File: src/rtl/ps2_frame_receiver.sv
// ============================================================================
//  Module   : ps2_frame_receiver
//  Brief    : PS/2 serial frame receiver with synchronisers, kclk glitch
//             filter, odd-parity/stop checking and a mid-frame watchdog.
//  Revision : 1.0
// ============================================================================
`default_nettype none

module ps2_frame_receiver #(
    parameter int FILTER_CYCLES  = 8,
    parameter int TIMEOUT_CYCLES = 200000
) (
    input  logic        clk,
    input  logic        reset,
    input  logic        kclk,
    input  logic        kdata,
    output logic [15:0] keycode,
    output logic [7:0]  byte_out,
    output logic        oflag,
    output logic        err,
    output logic [1:0]  err_code,
    output logic        busy
);

    localparam int FW = $clog2(FILTER_CYCLES + 1);
    localparam int WW = $clog2(TIMEOUT_CYCLES + 1);

    typedef enum logic [1:0] {
        IDLE   = 2'd0,
        DATA   = 2'd1,
        PARITY = 2'd2,
        STOP   = 2'd3
    } state_t;

    logic          kclk_s1, kclk_s2, kdata_s1, kdata_s2;
    logic          kclk_f, kclk_f_d;
    logic [FW-1:0] filt_cnt;
    logic          fall;
    state_t        state;
    logic [2:0]    bit_cnt;
    logic [7:0]    shreg;
    logic          par_bit;
    logic [WW-1:0] wd;

    always_ff @(posedge clk or posedge reset) begin
        if (reset) begin
            kclk_s1  <= 1'b1;
            kclk_s2  <= 1'b1;
            kdata_s1 <= 1'b1;
            kdata_s2 <= 1'b1;
        end else begin
            kclk_s1  <= kclk;
            kclk_s2  <= kclk_s1;
            kdata_s1 <= kdata;
            kdata_s2 <= kdata_s1;
        end
    end

    // A new kclk level is accepted on its FILTER_CYCLES-th consecutive cycle.
    always_ff @(posedge clk or posedge reset) begin
        if (reset) begin
            kclk_f   <= 1'b1;
            kclk_f_d <= 1'b1;
            filt_cnt <= '0;
        end else begin
            kclk_f_d <= kclk_f;
            if (kclk_s2 != kclk_f) begin
                if (filt_cnt == FW'(FILTER_CYCLES - 1)) begin
                    kclk_f   <= kclk_s2;
                    filt_cnt <= '0;
                end else begin
                    filt_cnt <= filt_cnt + 1'b1;
                end
            end else begin
                filt_cnt <= '0;
            end
        end
    end

    assign fall = kclk_f_d & ~kclk_f;
    assign busy = (state != IDLE);

    always_ff @(posedge clk or posedge reset) begin
        if (reset) begin
            state    <= IDLE;
            bit_cnt  <= '0;
            shreg    <= '0;
            par_bit  <= 1'b0;
            wd       <= '0;
            keycode  <= '0;
            byte_out <= '0;
            oflag    <= 1'b0;
            err      <= 1'b0;
            err_code <= 2'b00;
        end else begin
            oflag <= 1'b0;
            err   <= 1'b0;
            // Timeout outranks a coincident falling edge.
            if (state != IDLE && wd == WW'(TIMEOUT_CYCLES)) begin
                state    <= IDLE;
                wd       <= '0;
                err      <= 1'b1;
                err_code <= 2'b11;
            end else begin
                if (state != IDLE)
                    wd <= fall ? '0 : wd + 1'b1;
                if (fall) begin
                    case (state)
                        IDLE: begin
                            if (!kdata_s2) begin
                                state   <= DATA;
                                bit_cnt <= '0;
                                shreg   <= '0;
                                wd      <= '0;
                            end
                        end
                        DATA: begin
                            shreg   <= {kdata_s2, shreg[7:1]};
                            bit_cnt <= bit_cnt + 1'b1;
                            if (bit_cnt == 3'd7)
                                state <= PARITY;
                        end
                        PARITY: begin
                            par_bit <= kdata_s2;
                            state   <= STOP;
                        end
                        STOP: begin
                            state <= IDLE;
                            wd    <= '0;
                            if (!(^{shreg, par_bit})) begin
                                err      <= 1'b1;
                                err_code <= 2'b01;
                            end else if (!kdata_s2) begin
                                err      <= 1'b1;
                                err_code <= 2'b10;
                            end else begin
                                keycode  <= {keycode[7:0], shreg};
                                byte_out <= shreg;
                                oflag    <= 1'b1;
                            end
                        end
                        default: state <= IDLE;
                    endcase
                end
            end
        end
    end

endmodule

`default_nettype wire
File: config.mk
export PLATFORM = sky130hd
export DESIGN_NAME = ps2_frame_receiver
export DESIGN_NICKNAME = d
export VERILOG_FILES = /design/src/rtl/ps2_frame_receiver.sv
export SDC_FILE = /design/constraint.sdc
export NUM_CORES = 1
export LEC_CHECK = 0
export CAP_MARGIN = 10
export CORE_MARGIN = 2
export CORE_UTILIZATION = 35
export DETAILED_ROUTE_END_ITERATION = 6
export REMOVE_ABC_BUFFERS = 1
export SYNTH_ARGS = -nofsm -noshare
export SYNTH_HDL_FRONTEND = slang
export SYNTH_SLANG_ARGS = --single-unit
File: constraint.sdc
create_clock -name clk -period 5.4 [get_ports clk]
set_clock_uncertainty 0.15 [all_clocks]
set_input_delay 0.81 -clock clk [delete_from_list [all_inputs] [get_ports clk]]
set_output_delay 0.81 -clock clk [all_outputs]
set_load 0.05 [all_outputs]
==> results of run 1 <==
report_power, final:
part / switching [mW] / internal, mW / total, mW
Clock: 0.166 / 0.271 / 0.437
Sequential: 0.0536 / 0.527 / 0.581
Combinational: 0.179 / 0.124 / 0.303
Total: 0.399 / 0.923 / 1.32
cell type report:
cell class / count / area, um^2 / share of cell area [%]
clock buffer: 12 / 145 / 4.23
clock inverter: 4 / 70.1 / 2.04
inverter: 8 / 30.0 / 0.876
multi-input combinational: 151 / 1170 / 34.0
sequential: 62 / 1560 / 45.5
tap: 105 / 131 / 3.83
timing repair buffer: 33 / 328 / 9.56
synth_stat cells (all sizes together), types with 2 or more instances:
library cell / n
nand3: 9
dfrtp: 56
nand2b: 2
o211ai: 2
nor3: 5
dfstp: 6
nor2: 26
a22o: 10
ha: 10
o21ai: 4
a21oi: 3
or4: 2
nor2b: 2
xnor2: 11
nand4: 5
mux2: 19
nand2: 12
and3: 3
inv: 8
xor2: 13
buf: 14
nor4: 4
stage by stage:
step           instances  power, mW
3_5_place_dp         359      0.898
2_1_floorplan        221      0.815
5_1_grt              375       1.42
4_1_cts              375       1.35
6_report             375       1.32
3_3_place_gp         359      0.894
cells by family (layout without fill, tap and decap cells):
family / after synthesis / in the layout
adders and majority gates: 10 / 10
DFF: 62 / 62
xor gates and xnor gates: 25 / 25
and+or+nand+nor: 73 / 73
buffers and inverters: 22 / 57
AOI/OAI and AO/OA: 23 / 23
muxes: 20 / 20
cell usage in the layout (no fill, tap or decap), drive strengths merged, types with 2 or more instances in the layout:
| cell | netlist | layout |
|---|---|---|
| dfrtp | 56 | 56 |
| clkdlybuf4s50 | 0 | 32 |
| nor2 | 26 | 26 |
| mux2 | 19 | 19 |
| xor2 | 13 | 13 |
| nand2 | 12 | 12 |
| clkbuf | 0 | 12 |
| xnor2 | 11 | 11 |
| a22o | 10 | 10 |
| ha | 10 | 10 |
| nand3 | 9 | 9 |
| inv | 8 | 8 |
| dfstp | 6 | 6 |
| nand4 | 5 | 5 |
| nor3 | 5 | 5 |
| o21ai | 4 | 4 |
| nor4 | 4 | 4 |
| a21oi | 3 | 3 |
| and3 | 3 | 3 |
| or4 | 2 | 2 |
| nand2b | 2 | 2 |
| o211ai | 2 | 2 |
| nor2b | 2 | 2 |
| bufinv | 0 | 2 |
| clkinv | 0 | 2 |
flip-flops by register name (all words and copies together) (netlist names):
signal / cells
wd: 18
keycode: 16
shreg: 8
filt_cnt: 4
bit_cnt: 3
err_code: 2
state: 2
err: 1
kclk_f: 1
kclk_f_d: 1
kclk_s1: 1
kclk_s2: 1
kdata_s1: 1
kdata_s2: 1
oflag: 1
par_bit: 1
layer usage:
layer | vias up | share of wire, % | routed length (um)
met1 | 845 | 48 | 2220
li1 | 869 | - | -
met4 | 0 | 0.67 | 31
met5 | - | 0 | 0
met3 | 5 | 7.7 | 356
met2 | 45 | 44 | 2010
worst paths after layout:
path                       startpoint     endpoint  cells after the start
max reg2reg                  shreg[1]   keycode[5]                      5
min                          kdata_s1     kdata_s2                      0
min reg2reg                  kdata_s1     kdata_s2                      0
min in group asynchronous       reset   keycode[6]                      3
max in group asynchronous       reset  filt_cnt[3]                      3
max                          state[0]         busy                      4
worst reg2reg max path: cells and delay by family, from the launching register on:
| kind | cells | cell delay [ns] |
|---|---|---|
| multiplexers | 1 | 0.42 |
| AND/OR/NAND/NOR | 1 | 0.87 |
| flip-flops | 1 | 0.41 |
| XOR/XNOR | 3 | 0.87 |
==> metrics.md, run 1 <==
| Metric | Value |
|---|---|
| Share of cells above drive strength 1 | 16.7% |
| Simple-Gate Fraction of Synth Area | 13.3% |
| Critical path's slowest cell | clkdlybuf4s50_1 |
| Post-Synth Adder-Cell Area | 4.35% |
| Worst path bufs/invs | 3 |
| Post-synthesis mux area share | 8.96% |
| Clock Tree Buf Depth | 2 |
| Port Buffer Count | 32 |
| Ys Warns | 0 |
| DRT Wirelength | 4620 um |
| Cell mode on critical path | inv_1 |
| GRT overflow | 0 |
| Final setup fails | 0 |
| GRT Total Usage | 12.1% |
| TritonCTS Buffers | 9 |
| Async SR Flop Fraction | 100% |
| # fillers | 795 |
| Hold_buf cts | 0 |
| Initial antenna violation count | 0 |
| Final hold vios | 0 |
| Max IR drop VDD | 0.000177 V |
| Hpwl dp | 3220 um |
| CP required | 4.44 ns |
| Final nets | 279 |
| Max Cap Viol | 0 |
| Flop2flop setup slack | 2.57 ns |
| Post-synthesis xor/xnor area fraction | 8.09% |
| Distinct cells, synth | 38 |
| Layout overhead on the synthesized area | 19.3% |
| Top cell type's share of synthesized area | 48.7% |
| Critical path's top delay family | buffers and inverters |
| Die height | 94.6 um |
| Met2 usage | 16.8% |
| Final period utilization | 56.3% |
| WHS | 0.202 ns |
| Clock sink count | 62 |
| Cell Rows | 33 |
| Synth Area in Compound Gates | 5.83% |
| Startpoint Class | register |
| Worst setup EP type | output pin |
| Core area | 8090 um^2 |
| Path type of the worst setup path | register to output pin |
| Top cells by area, synth | dfrtp_1, dfstp_2, mux2_4, ha_1, xor2_1 |
| I/O Pins | 33 |
| # resized after CTS | 0 |
| Average wire per standard cell | 12.3 um |
| Total leakage power | 1.60 nW |
| Min-delay worst type | register to register |
| Syn_area_per_cell | 12.2 um^2 |
| Via count | 1764 |
| Pre-antenna DRT Iters | 4 |
| Largest net degree at the start of global routing | 63 |
| Clk_lat worst skew | 0.34 ns |
| Slew @ Worst Pin | 0.940 ns |
| Post-route ant nets | 0 |
| Final Instance Area | 3430 um^2 |
| Setup WS post-layout | 2.36 ns |
| GR peak layer | met2 |
| Met1 Usage GRT | 16.3% |
| M3 GR Usage | 5.83% |
| Die area | 8960 um^2 |
| Number of register bits inferred by synthesis | 62 |
| EDFF count, synth | 0 |
| Total Neg Setup Slack | 0 ns |
| Outcome | finished, final reports clean |
| # DRC | 0 |
| Pwr per Cell Area | 385 nW/um^2 |
| Initial Util | 35.5% |
| Post-Synthesis Cell Area | 2880 um^2 |
| First-pass GRT wire length | 8190 um |
| Slew Limit Fails | 0 |
| Placed Instance Area | 3210 um^2 |
| Post-synthesis sequential area ratio | 54.2% |
| Rel. slew slack | 37.3% |
| Critical path arrival | 2.08 ns |
| Worst-path fanout max | 8 |
| Gpl congestion | 0.710 |
| Final Util | 42.4% |
| Setup WS pre-CTS | 2.56 ns |
| Post-synth top flop | dfrtp_1 |
| Vias in the first global route | 1720 |
| Cell accounting for the most synthesized area | dfrtp_1 |
| Antenna cells | 0 |
| Main combinational cell family by area after synthesis | simple AND/OR/NAND/NOR gates |
| DRT iter0 DRCs | 50 |
| Max incr delay on CP | 0.84 ns |
| DR vias/cell | 4.70 |
| Root Driver | clkbuf_8 |
| F_max | 329 MHz |
| Setup bufs post-CTS | 0 |
| CTS HTree Levels | 3 |
| Reg clk slew, reported paths | 0.06 ns |
| Minimum clock period | 3.04 ns |
| Die width | 94.6 um |
| Crit-path cells | inv_1 -> ha_1 -> inv_1 -> clkdlybuf4s50_1 |
| RSZ-0062 raised after global routing | no |
| CTS tree | done |
| Synth Instances | 235 |
(Power assumes the default switching activity.)
==> inputs of run 2 (changes only) <==
Clock period 5.4 ns to 2.6 ns, I/O delays scaled along.
==> run 2 against run 1 <==
Effect of this change:
- count of clock-buffer cells in the layout stayed put
- cell count increased by 2.1%
- first-iteration DRC count up 70%
- largest power group unchanged
- global-route usage up 0.35 points
- sequential power grew 110%
- critical path type is now register to register
- non-clock buffer count up 9
- via count up 2.5%
- die area is the same
- register-to-register slack worse by 2.4 ns
- sequential share of layout area down 1.7 points
- worst setup slack got worse by 2.2 ns
- flip-flop and latch count stayed put
==> metrics.md, run 2 (synthesized netlist as in run 1, its figures left out) <==
| Metric | Value |
|---|---|
| Worst setup EP type | register |
| Hpwl dp | 3390 um (+5.3%) |
| Minimum clock period | 2.45 ns |
| RSZ-0062 raised after global routing | no |
| Total Neg Setup Slack | 0 ns (unchanged) |
| Register area | 1560 um^2 (unchanged) |
| Top reg by flops | wd |
| Rel. slew slack | 63.6% (+26 points) |
| Slew @ Worst Pin | 0.541 ns (-0.399 ns) |
| Outcome | finished, final reports clean |
| Max reg flops | 18 (unchanged) |
| Pre-antenna DRT Iters | 4 (unchanged) |
| DRT Wirelength | 4840 um (+4.7%) |
| Slew Limit Fails | 0 (unchanged) |
| Max incr delay on CP | 0.42 ns (-0.42 ns) |
| # DRC | 0 (unchanged) |
| Worst R2R End | keycode[2] |
| Critical path arrival | 2.53 ns (+0.45 ns) |
| CTS HTree Levels | 3 (unchanged) |
| Via count | 1808 (+2.5%) |
| Max Cap Viol | 0 (unchanged) |
| Average wire per standard cell | 12.6 um (+2.6%) |
| TritonCTS Buffers | 9 (unchanged) |
| Final nets | 288 (+3.2%) |
| Worst path bufs/invs | 1 (-2) |
| Area of the multi-input gates | 1170 um^2 (unchanged) |
| GRT overflow | 0 (unchanged) |
| Root Driver | clkbuf_8 |
| Stages on the worst setup path | 6 (+2) |
| Critical path's top delay family | XOR/XNOR gates |
| Cell mode on critical path | xnor2_1 |
| Core area | 8090 um^2 (unchanged) |
| Hold_buf cts | 0 (unchanged) |
| Initial antenna violation count | 0 (unchanged) |
| Clock sink count | 62 (unchanged) |
| F_max | 407 MHz |
| GRT Total Usage | 12.4% (+0.35 points) |
| CTS tree | done |
| Gpl congestion | 0.795 (+12%) |
| # resized after CTS | 0 (unchanged) |
| Final Instance Area | 3560 um^2 (+3.8%) |
| RR Startpoint | shreg[1] |
| Vias in the first global route | 1771 (+3.0%) |
| Antenna cells | 0 (unchanged) |
| Path type of the worst setup path | register to register |
| Flop2flop setup slack | 0.15 ns (-2.42 ns) |
| Critical path's slowest cell | dfrtp_1 |
| Max IR drop VDD | 0.000528 V (+200%) |
| Total leakage power | 1.67 nW (+4.4%) |
| Final setup fails | 0 (unchanged) |
| CP required | 2.67 ns (-1.77 ns) |
| Largest registers | wd: 18 flops, keycode: 16 flops, shreg: 8 flops |
| I/O Pins | 33 (unchanged) |
| Commonest non-fill, non-tap cell in the layout | dfrtp_1 |
| Final hold vios | 0 (unchanged) |
| Crit-path cells | xnor2_1 -> xnor3_1 -> xnor2_1 -> and4bb_1 -> buf_12 -> mux2_2 |
| Die width | 94.6 um (unchanged) |
| R2R depth | 6 (+1) |
| Final period utilization | 94.4% |
| CP endpoint | keycode[2] |
| # fillers | 776 (-2.4%) |
| Beginning of the critical path | shreg[1] |
| Pwr per Cell Area | 827 nW/um^2 (+110%) |
| Most frequent cells in the layout | dfrtp_1, clkdlybuf4s50_1, nor2_1 |
| Port Buffer Count | 32 (unchanged) |
| Clk_lat worst skew | 0.34 ns (about the same) |
| Largest net degree at the start of global routing | 26 (-59%) |
| Cell Rows | 33 (unchanged) |
| DRT iter0 DRCs | 85 (+70%) |
| Die height | 94.6 um (unchanged) |
| Post-route ant nets | 0 (unchanged) |
| Worst-path fanout max | 17 (+9) |
| Clock Tree Buf Depth | 2 (unchanged) |
| Min-delay worst type | register to register |
| Layout overhead on the synthesized area | 23.8% |
| Die area | 8960 um^2 (unchanged) |
| DR vias/cell | 4.72 (+0.35%) |
| Reg clk slew, reported paths | 0.07 ns (about the same) |
| Share of cells above drive strength 1 | 20.1% (+3.5 points) |
| Startpoint Class | register |
| Initial Util | 35.5% (unchanged) |
| Placed Instance Area | 3300 um^2 (+2.8%) |
| First-pass GRT wire length | 8430 um (+2.9%) |
| Setup bufs post-CTS | 0 (unchanged) |
| Final Util | 44.0% (+1.6 points) |
[run 2: changes by cell type in the layout (fill, tap and decap cells not counted), sizes merged]
| cell | change |
|---|---|
| clkinv | -2 |
| clkdlybuf4s50 | -1 |
| buf | +10 |
| bufinv | +1 |
[run 2: metal layers]
layer	global-route usage, %	part of all wire (%)	up-vias	routed length (um)
met5	0	0	-	0
met4	5.43	0.89	0	43
met3	4.71	5.3	6	255
met2	17.7	44	42	2140
met1	16.8	50	878	2400
li1	-	-	882	-
[run 2: layout make-up]
type / instances / share of cell area, %
clock buffer: 12 / 4.64
inverter: 8 / 0.844
tap: 105 / 3.69
multi-input combinational: 151 / 32.8
clock inverter: 3 / 2.53
sequential: 62 / 43.8
timing repair buffer: 42 / 11.7
[run 2: worst min-delay path by stage]
stage | startpoint | endpoint | slack [ns] | cells past startpoint
2_1_floorplan | kclk_s1 | kclk_s2 | 0.20 | 0
3_3_place_gp | kclk_s1 | kclk_s2 | 0.20 | 0
3_5_place_dp | kdata_s1 | kdata_s2 | 0.20 | 0
4_1_cts | kdata_s1 | kdata_s2 | 0.20 | 0
5_1_grt | kdata_s1 | kdata_s2 | 0.20 | 0
6_report | kdata_s1 | kdata_s2 | 0.20 | 0
[run 2: power by group]
group | switching [mW] | internal [mW] | leakage [nW]
sequential | 0.112 | 1.10 | 0.831
clock | 0.355 | 0.710 | 0.129
combinational | 0.381 | 0.289 | 0.709
total | 0.849 | 2.09 | 1.67
[run 2: metrics by stage]
step	setup slack (ns)	hold slack (ns)	cells	total power, mW
final	0.146	0.199	383	2.94
after global routing	0.0241	0.204	383	3.13
after CTS	0.123	0.200	383	2.99
after detailed placement	0.137	0.198	368	1.90
after global placement	0.178	0.197	368	1.89
after floorplan	-0.167	0.195	221	1.69
